==> src/rtl/riscv_pkg.sv <==
// Shared definitions for the instruction-memory loader and the fetch path.
package riscv_pkg;

  // Instruction-memory depth in words; fetch_instr and imem_loader both use this as NUM_INSTR.
  localparam int unsigned IMEM_WORDS = 64;

  typedef enum logic [2:0] {
    ST_IDLE,
    ST_LEN_LO,
    ST_LEN_HI,
    ST_DATA,
    ST_CHECK,
    ST_DONE,
    ST_ERROR
  } loader_state_t;

  // States in which the loader consumes bytes from the stream.
  function automatic logic accepts_bytes(input loader_state_t st);
    return (st == ST_LEN_LO) || (st == ST_LEN_HI) || (st == ST_DATA) || (st == ST_CHECK);
  endfunction

  // States from which load_start restarts a load.
  function automatic logic can_start(input loader_state_t st);
    return (st == ST_IDLE) || (st == ST_DONE) || (st == ST_ERROR);
  endfunction

endpackage

==> src/rtl/imem_word_assembler.sv <==
// Packs a byte stream into little-endian 32-bit words and keeps a running XOR checksum.
module imem_word_assembler (
  input  logic        clk,
  input  logic        n_rst,
  input  logic        clear,
  input  logic        byte_en,
  input  logic [7:0]  byte_data,
  output logic        word_valid,
  output logic [31:0] word,
  output logic [7:0]  chk
);

  logic [1:0]  lane;
  logic [23:0] low_bytes;

  // Lane counter, lower three byte lanes and checksum; cleared at the start of each load.
  always_ff @(posedge clk or negedge n_rst) begin
    if (!n_rst) begin
      lane      <= '0;
      low_bytes <= '0;
      chk       <= '0;
    end else if (clear) begin
      lane      <= '0;
      low_bytes <= '0;
      chk       <= '0;
    end else if (byte_en) begin
      lane <= lane + 2'd1;
      chk  <= chk ^ byte_data;
      case (lane)
        2'd0:    low_bytes[7:0]   <= byte_data;
        2'd1:    low_bytes[15:8]  <= byte_data;
        2'd2:    low_bytes[23:16] <= byte_data;
        default: low_bytes        <= low_bytes;
      endcase
    end
  end

  // The fourth byte completes the word directly from the input, so it need not be stored.
  always_comb begin
    word_valid = byte_en && (lane == 2'd3);
    word       = {byte_data, low_bytes};
  end

endmodule

==> src/rtl/imem_loader.sv <==
// Loads a length-prefixed, checksummed program image into instruction memory and holds
// the core in reset until a verified image is present.
module imem_loader
  import riscv_pkg::*;
#(
  parameter int unsigned NUM_INSTR = IMEM_WORDS,
  parameter int unsigned ADDR_W    = $clog2(NUM_INSTR)
) (
  input  logic              clk,
  input  logic              n_rst,
  input  logic              load_start,
  input  logic              byte_valid,
  input  logic [7:0]        byte_data,
  output logic              byte_ready,
  output logic              imem_we,
  output logic [ADDR_W-1:0] imem_waddr,
  output logic [31:0]       imem_wdata,
  output logic              core_rst_n,
  output logic              done,
  output logic              error
);

  loader_state_t state, state_next;

  logic [15:0]     len;
  logic [15:0]     len_in;
  logic [ADDR_W:0] word_cnt;
  logic            xfer;
  logic            start_load;
  logic            data_en;
  logic            last_word;
  logic            word_valid;
  logic [31:0]     word;
  logic [7:0]      chk;

  imem_word_assembler u_asm (
    .clk        (clk),
    .n_rst      (n_rst),
    .clear      (start_load),
    .byte_en    (data_en),
    .byte_data  (byte_data),
    .word_valid (word_valid),
    .word       (word),
    .chk        (chk)
  );

  // Handshake decode and word-count bookkeeping derived from the current state.
  always_comb begin
    byte_ready = accepts_bytes(state);
    xfer       = byte_valid && byte_ready;
    start_load = load_start && can_start(state);
    data_en    = xfer && (state == ST_DATA);
    len_in     = {byte_data, len[7:0]};
    last_word  = (16'(word_cnt) + 16'd1) == len;
  end

  // Next-state logic.
  always_comb begin
    state_next = state;
    case (state)
      ST_IDLE, ST_DONE, ST_ERROR: begin
        if (load_start) state_next = ST_LEN_LO;
      end
      ST_LEN_LO: begin
        if (xfer) state_next = ST_LEN_HI;
      end
      ST_LEN_HI: begin
        if (xfer) begin
          if (len_in > 16'(NUM_INSTR)) state_next = ST_ERROR;
          else if (len_in == 16'd0)    state_next = ST_CHECK;
          else                         state_next = ST_DATA;
        end
      end
      ST_DATA: begin
        if (word_valid && last_word) state_next = ST_CHECK;
      end
      ST_CHECK: begin
        if (xfer) state_next = (byte_data == chk) ? ST_DONE : ST_ERROR;
      end
      default: state_next = ST_IDLE;
    endcase
  end

  // State register, length/word counters and registered outputs.
  always_ff @(posedge clk or negedge n_rst) begin
    if (!n_rst) begin
      state      <= ST_IDLE;
      len        <= '0;
      word_cnt   <= '0;
      imem_we    <= 1'b0;
      imem_waddr <= '0;
      imem_wdata <= '0;
      core_rst_n <= 1'b0;
      done       <= 1'b0;
      error      <= 1'b0;
    end else begin
      state      <= state_next;
      imem_we    <= word_valid;
      done       <= (state_next == ST_DONE);
      error      <= (state_next == ST_ERROR);
      core_rst_n <= (state_next == ST_DONE);

      if (xfer && (state == ST_LEN_LO)) len[7:0]  <= byte_data;
      if (xfer && (state == ST_LEN_HI)) len[15:8] <= byte_data;

      if (start_load) begin
        word_cnt <= '0;
      end else if (word_valid) begin
        word_cnt <= word_cnt + 1'b1;
      end

      if (word_valid) begin
        imem_waddr <= word_cnt[ADDR_W-1:0];
        imem_wdata <= word;
      end
    end
  end

endmodule

==> config.mk <==
export PLATFORM = sky130hd
export DESIGN_NAME = imem_loader
export DESIGN_NICKNAME = d
export VERILOG_FILES = /design/src/rtl/riscv_pkg.sv /design/src/rtl/imem_word_assembler.sv /design/src/rtl/imem_loader.sv
export SDC_FILE = /design/constraint.sdc
export NUM_CORES = 1
export LEC_CHECK = 0
export CORE_AREA = 3 3 112 114
export DETAILED_ROUTE_END_ITERATION = 10
export DIE_AREA = 0 0 115 117
export PLACE_DENSITY = 0.68
export SYNTH_ARGS = -nofsm -noshare
export SYNTH_HDL_FRONTEND = slang
export SYNTH_SLANG_ARGS = --single-unit
==> constraint.sdc <==
create_clock -name clk -period 3.86 [get_ports clk]
set_clock_uncertainty 0.2 [all_clocks]
set_input_delay 0.772 -clock clk [delete_from_list [all_inputs] [get_ports clk]]
set_output_delay 0.772 -clock clk [all_outputs]
set_load 0.02 [all_outputs]
# After elaboration in Yosys (flattened, before gate mapping)
# Index checks and enable logic that the tools add are counted.
dict set report word_totals {
  wordCells 76
  ff_bits 101
  in_bits 12
}
dict set report op_classes {
  bitwise_logic 1
  add_sub_neg 3
  reduce_logical 24
  n_eq_ne 13
  mux 20
  n_lt_le_gt_ge 1
}
# cell n
set op_table {}
lappend op_table {{$mux W24} 2}
lappend op_table {{$mux W8} 5}
lappend op_table {{$mux W3} 7}
lappend op_table {{$eq A8 B16 Y1} 1}
lappend op_table {{$gt A16 B7 Y1 const B} 1}
lappend op_table {{$logic_not A16 Y1} 1}
lappend op_table {{$eq A3 B3 Y1 const B} 5}
lappend op_table {{$pmux W3 S5} 1}
lappend op_table {{$mux W7} 2}
lappend op_table {{$reduce_bool A2 Y1} 5}
lappend op_table {{$add A7 B1 Y8 const B} 1}
lappend op_table {{$eq A8 B8 Y1} 1}
lappend op_table {{$xor A8 B8 Y8} 1}
lappend op_table {{$add A7 B1 Y7 const B} 1}
lappend op_table {{$logic_and A1 B1 Y1} 7}
lappend op_table {{$eq A3 B2 Y1 const B} 2}
lappend op_table {{$mux W2} 3}
lappend op_table {{$reduce_and A2 Y1} 3}
lappend op_table {{$logic_or A1 B1 Y1} 5}
lappend op_table {{$eq A2 B2 Y1 const B} 2}
lappend op_table {{$eq A3 B1 Y1 const B} 1}
lappend op_table {{$logic_not A3 Y1} 1}
lappend op_table {{$reduce_or A3 Y1} 1}
lappend op_table {{$add A2 B1 Y2 const B} 1}
lappend op_table {{other kinds (2)} 2}

# Depth between registers and ports, before layout
dict set report depth {
  depth_word 11
  ltp_mapped 8
}

# Cells and area by module
# Synthesis repeated with hierarchy kept, for this count alone.
dict set report hier_totals {
  hier_cells 417
  hier_area_um2 4878.4
}
# mod area_per_inst_um2 cells_per_inst n_inst
set modules_own_cells {}
lappend modules_own_cells {imem_loader 3158.0 271 1}
lappend modules_own_cells {imem_word_assembler 1720.4 146 1}

# Worst setup path after synthesis
# Ideal clock, no wire load.
dict set report synth_path {
  path_kind {in2reg}
  from {input byte_valid}
  to {register state[0]}
  stages 7
  required_time_ps 3536
  path_slack_ps 1338
  arrival_time_ps 2198
  path_cell_list {buf_2 -> and4b_4 -> nand2_4 -> a2111o_1 -> a2111oi_4 -> a21oi_1 -> or2_1}
}
dict set report synth_via {
  elab_chain_len 6
  word_cells_on_any_way 9
  cone_classes {mux (5); reduce/logical (4)}
}
# element line_no
set synth_rtl {}
lappend synth_rtl {{start, declared} imem_loader.sv:12} ;# input logic byte_valid,
lappend synth_rtl {{$logic_and A1 B1 Y1 (*)} imem_loader.sv:50} ;# xfer = byte_valid && byte_ready;
lappend synth_rtl {{$logic_and A1 B1 Y1} imem_loader.sv:52} ;# data_en = xfer && (state == ST_DATA);
lappend synth_rtl {{$logic_and A1 B1 Y1} imem_word_assembler.sv:40} ;# word_valid = byte_en && (lane == 2'd3);
lappend synth_rtl {{$logic_and A1 B1 Y1} imem_loader.sv:75} ;# if (word_valid && last_word) state_next = ST_CHECK;
lappend synth_rtl {{$mux W3} imem_loader.sv:75}
lappend synth_rtl {{$pmux W3 S5 (*)} imem_loader.sv:60} ;# case (state)
lappend synth_rtl {{via state_next[0]} imem_loader.sv:23} ;# loader_state_t state, state_next;
lappend synth_rtl {{end signal, assigned} imem_loader.sv:97} ;# state <= state_next;
lappend synth_rtl {{end, declared} imem_loader.sv:23}
# Mark *: on every way through the listed nets, which the timed path passes. The rest lies on a longest branch.
# A chain may end at the register's enable or synchronous reset.

# Final worst setup path
dict set report layout_path {
  from {register state[1]}
  to {output byte_ready}
}
dict set report layout_via {
  elab_chain_len 4
  word_cells_on_any_way 7
  cone_classes {eq/ne (4); reduce/logical (3)}
}
# element line_no
set layout_rtl {}
lappend layout_rtl {{$eq A3 B1 Y1 or $eq A3 B2 Y1 (tied branches)} riscv_pkg.sv:19} ;# return (st == ST_LEN_LO) || (st == ST_LEN_HI) || (st == ST_DATA) || (st == ST_CHECK);
lappend layout_rtl {{$logic_or A1 B1 Y1 (2 in series)} riscv_pkg.sv:19}
lappend layout_rtl {{$logic_or A1 B1 Y1 (*)} riscv_pkg.sv:19}
lappend layout_rtl {{end, declared} imem_loader.sv:14} ;# output logic byte_ready,
# Every way passes the cells marked *; elsewhere a longest branch is shown, timed or not.

==> run summary <==
Pin count of the biggest net entering global routing = 57
Die Footprint = 13500 sq um
GRT Overall Usage = 0.166
CTS tree = done
Setup TNS = 0 ns
Total CTS buffers = 9
Initial antenna violation count = 0
Async SR Flop Fraction = 1.00
Buf/Inv on CP = 1
Vias in the first global route = 3506
Via count = 3497
Number of setup buffers added after CTS = 0
Hold_buf cts = 0
Max transition margin = 0.497
Clock Latency Late Sink = 0.34 ns
Ys flop type = dfrtp_1
EDFF count, synth = 0
PortBufs = 54
Worst stage delay on the critical path = 0.66 ns
Global route overflow = 0
Pwr Density = 800 nW/um^2
CTS-repair resized insts = 0
Peak supply drop = 312 uV
Area share of the largest cell type after synthesis = 0.544
Status = complete, no violations
Crit path max-delay family = buffers and inverters
Area leader, netlist = dfrtp_1
Slew @ Worst Pin = 0.750 ns
Initial DRC Count = 203
Clock Tree Root = clkbuf_16
Max-cap viol count = 0
Leak pwr = 2.60 nW
Setup crit end kind = output port
Sequential share of the synthesized area = 0.544
Row count = 39
Vias/cell = 5.14
Drt total wl = 10400 um
Final setup fails = 0
Worst Path Required = 2.89 ns
Critical path's slowest cell = clkdlybuf4s50_1
Core Util, Final = 0.485
Critical path data arrival time = 2.04 ns
Syn_nets = 509
Max Fanout on Critical Path = 13
Nets = 549
Chip width = 115 um
Clock Path Buffers = 2
Fin Hold WS = 0.268 ns
Final hold vios = 0
Hpwl dp = 7140 um
Die Ht = 117 um
Yosys warns = 0
DR WL/cell = 15.3 um
Reg-to-reg slack, setup = 1.40 ns
Post-route DRC = 0
Period utilization = 0.780
Core Area = 11500 sq um
RR Endpoint = state[0]
Final ANT Viol Nets = 0
Detailed-router iteration count before antenna repair = 5
Unique masters post-synth = 43
Clock transition at path regs = 0.08 ns
Unrepaired setup endpoints after global routing = false
Crit Path Class = reg2out
Hold/Removal Path Class = in2async
Share of post-route cells with drive strength above 1 = 0.112
Filler cells = 1066
Global-route wire length before repair = 17700 um
Clk sinks = 101
I/O Pins = 55
CP startpoint kind = register
Final Max Tran Viols = 0
Fmax = 332 MHz
Initial Util = 0.403
Depth of the most critical reg-to-reg path = 7
Synthesized netlist cell count = 492
Top post-synthesis cells by area = dfrtp_1 54%, nand2_1 12%, mux2_2 4.9%
Register bit total from synthesis = 101
Post-synthesis cell area = 4640 sq um
Post-Syn Area per Cell = 9.43 sq um
Worst r2r src = word_cnt[0]
H-tree depth = 3
Worst path cell trace = nor2_1 -> xnor2_1 -> clkdlybuf4s50_1
Fin crit period = 3.01 ns
Synth-to-Final Area Change = 20.4%
ANT cells = 0
RD Place Congestion = 0.849
==> through the flow <==
step / worst slack [ns] / total power (W) / instances / instance area, sq um
detailed placement: 0.692 / 0.00363 / 664 / 5300
global placement: 0.781 / 0.00358 / 664 / 5300
CTS: 0.825 / 0.00452 / 680 / 5590
floorplan: 1.34 / 0.00295 / 492 / 4640
global route: 0.730 / 0.00482 / 680 / 5590
finish: 0.851 / 0.00447 / 680 / 5590
==> worst reg2reg max path: cells and delay by family, from the launching register on <==
kind / cells / cell delay (ns)
AND/OR/NAND/NOR: 3 / 0.78
flip-flops: 1 / 0.48
adder cells (fa/ha/maj): 1 / 0.30
AO/OA/AOI/OAI: 3 / 0.60
==> layout by cell type (no fill, tap or decap), types with 5 or more instances in the layout <==
| cell type | synthesis | routed |
|---|---|---|
| nand2_1 | 146 | 146 |
| dfrtp_1 | 101 | 101 |
| clkdlybuf4s50_1 | 0 | 53 |
| a21oi_1 | 35 | 35 |
| nand3_1 | 27 | 27 |
| nor2_1 | 26 | 26 |
| xor2_1 | 23 | 23 |
| mux2_2 | 20 | 20 |
| buf_4 | 1 | 13 |
| clkbuf_16 | 0 | 9 |
| nor4_1 | 8 | 8 |
| xnor2_1 | 7 | 7 |
| o21ai_0 | 7 | 7 |
| inv_1 | 6 | 6 |
| nor3_1 | 6 | 6 |
| ha_1 | 5 | 5 |
==> cell usage after synthesis (all sizes together), types with 2 or more instances <==
master,instances
and4b,2
a21oi,35
dfrtp,101
xnor2,7
nor4,8
o21a,2
nand3,27
or2,3
nand2b,4
nor3,8
xor2,23
inv,6
o21ai,7
buf,11
nand2,147
or3b,2
nor2b,2
nor2,26
clkbuf,26
ha,5
mux2,20
nand4,4
and3,3
==> per-layer routing <==
| layer | part of all wire | wire, um | GRT usage |
|---|---|---|---|
| met3 | 0.050 | 518 | 0.0350 |
| met2 | 0.47 | 4880 | 0.263 |
| met5 | 0 | 0 | 0 |
| met4 | 0.025 | 265 | 0.0610 |
| met1 | 0.46 | 4740 | 0.226 |
==> state kept, by name, summed over array words and instances, names as in the netlist <==
signal,cells
u_asm.low_bytes,24
imem_we,1
error,1
imem_wdata,32
done,1
word_cnt,7
state,3
len,16
u_asm.chk,8
u_asm.lane,2
imem_waddr,6
==> worst max-delay path by stage <==
stage	startpoint	slack, ns	cells after the start	end
2_1_floorplan	byte_valid	1.34	7	state[0]
3_3_place_gp	byte_valid	0.78	8	imem_wdata[13]
3_5_place_dp	byte_valid	0.69	8	imem_wdata[13]
4_1_cts	state[1]	0.82	3	byte_ready
5_1_grt	state[1]	0.73	3	byte_ready
6_report	state[1]	0.85	3	byte_ready
==> cell type report <==
class                           instances  area [sq um]  area share
Sequential cell                       101          2530       0.452
Clock inverter                          7          66.3      0.0119
Inverter                                6          22.5     0.00403
Tap cell                              143           179      0.0320
Multi-Input combinational cell        348          1940       0.347
Clock buffer                            9           225      0.0403
Timing Repair Buffer                   66           628       0.112
==> power by group <==
part	switching [W]	internal [W]	total (W)	leakage [nW]
Combinational	0.000950	0.000811	0.00176	1.18
Clock	0.000422	0.000453	0.000876	0.138
Sequential	0.000324	0.00151	0.00183	1.28
Total	0.00170	0.00277	0.00447	2.60
==> kinds of logic after synthesis <==
group / count (synthesis) / synth area share
AO/OA/AOI/OAI: 51 / 0.0652
XOR/XNOR: 30 / 0.0566
adder cells (fa/ha/maj): 5 / 0.0135
buffers and inverters: 43 / 0.0385
flip-flops: 101 / 0.544
multiplexers: 21 / 0.0507
AND/OR/NAND/NOR: 241 / 0.231
Power figures use the tool's default switching activity.
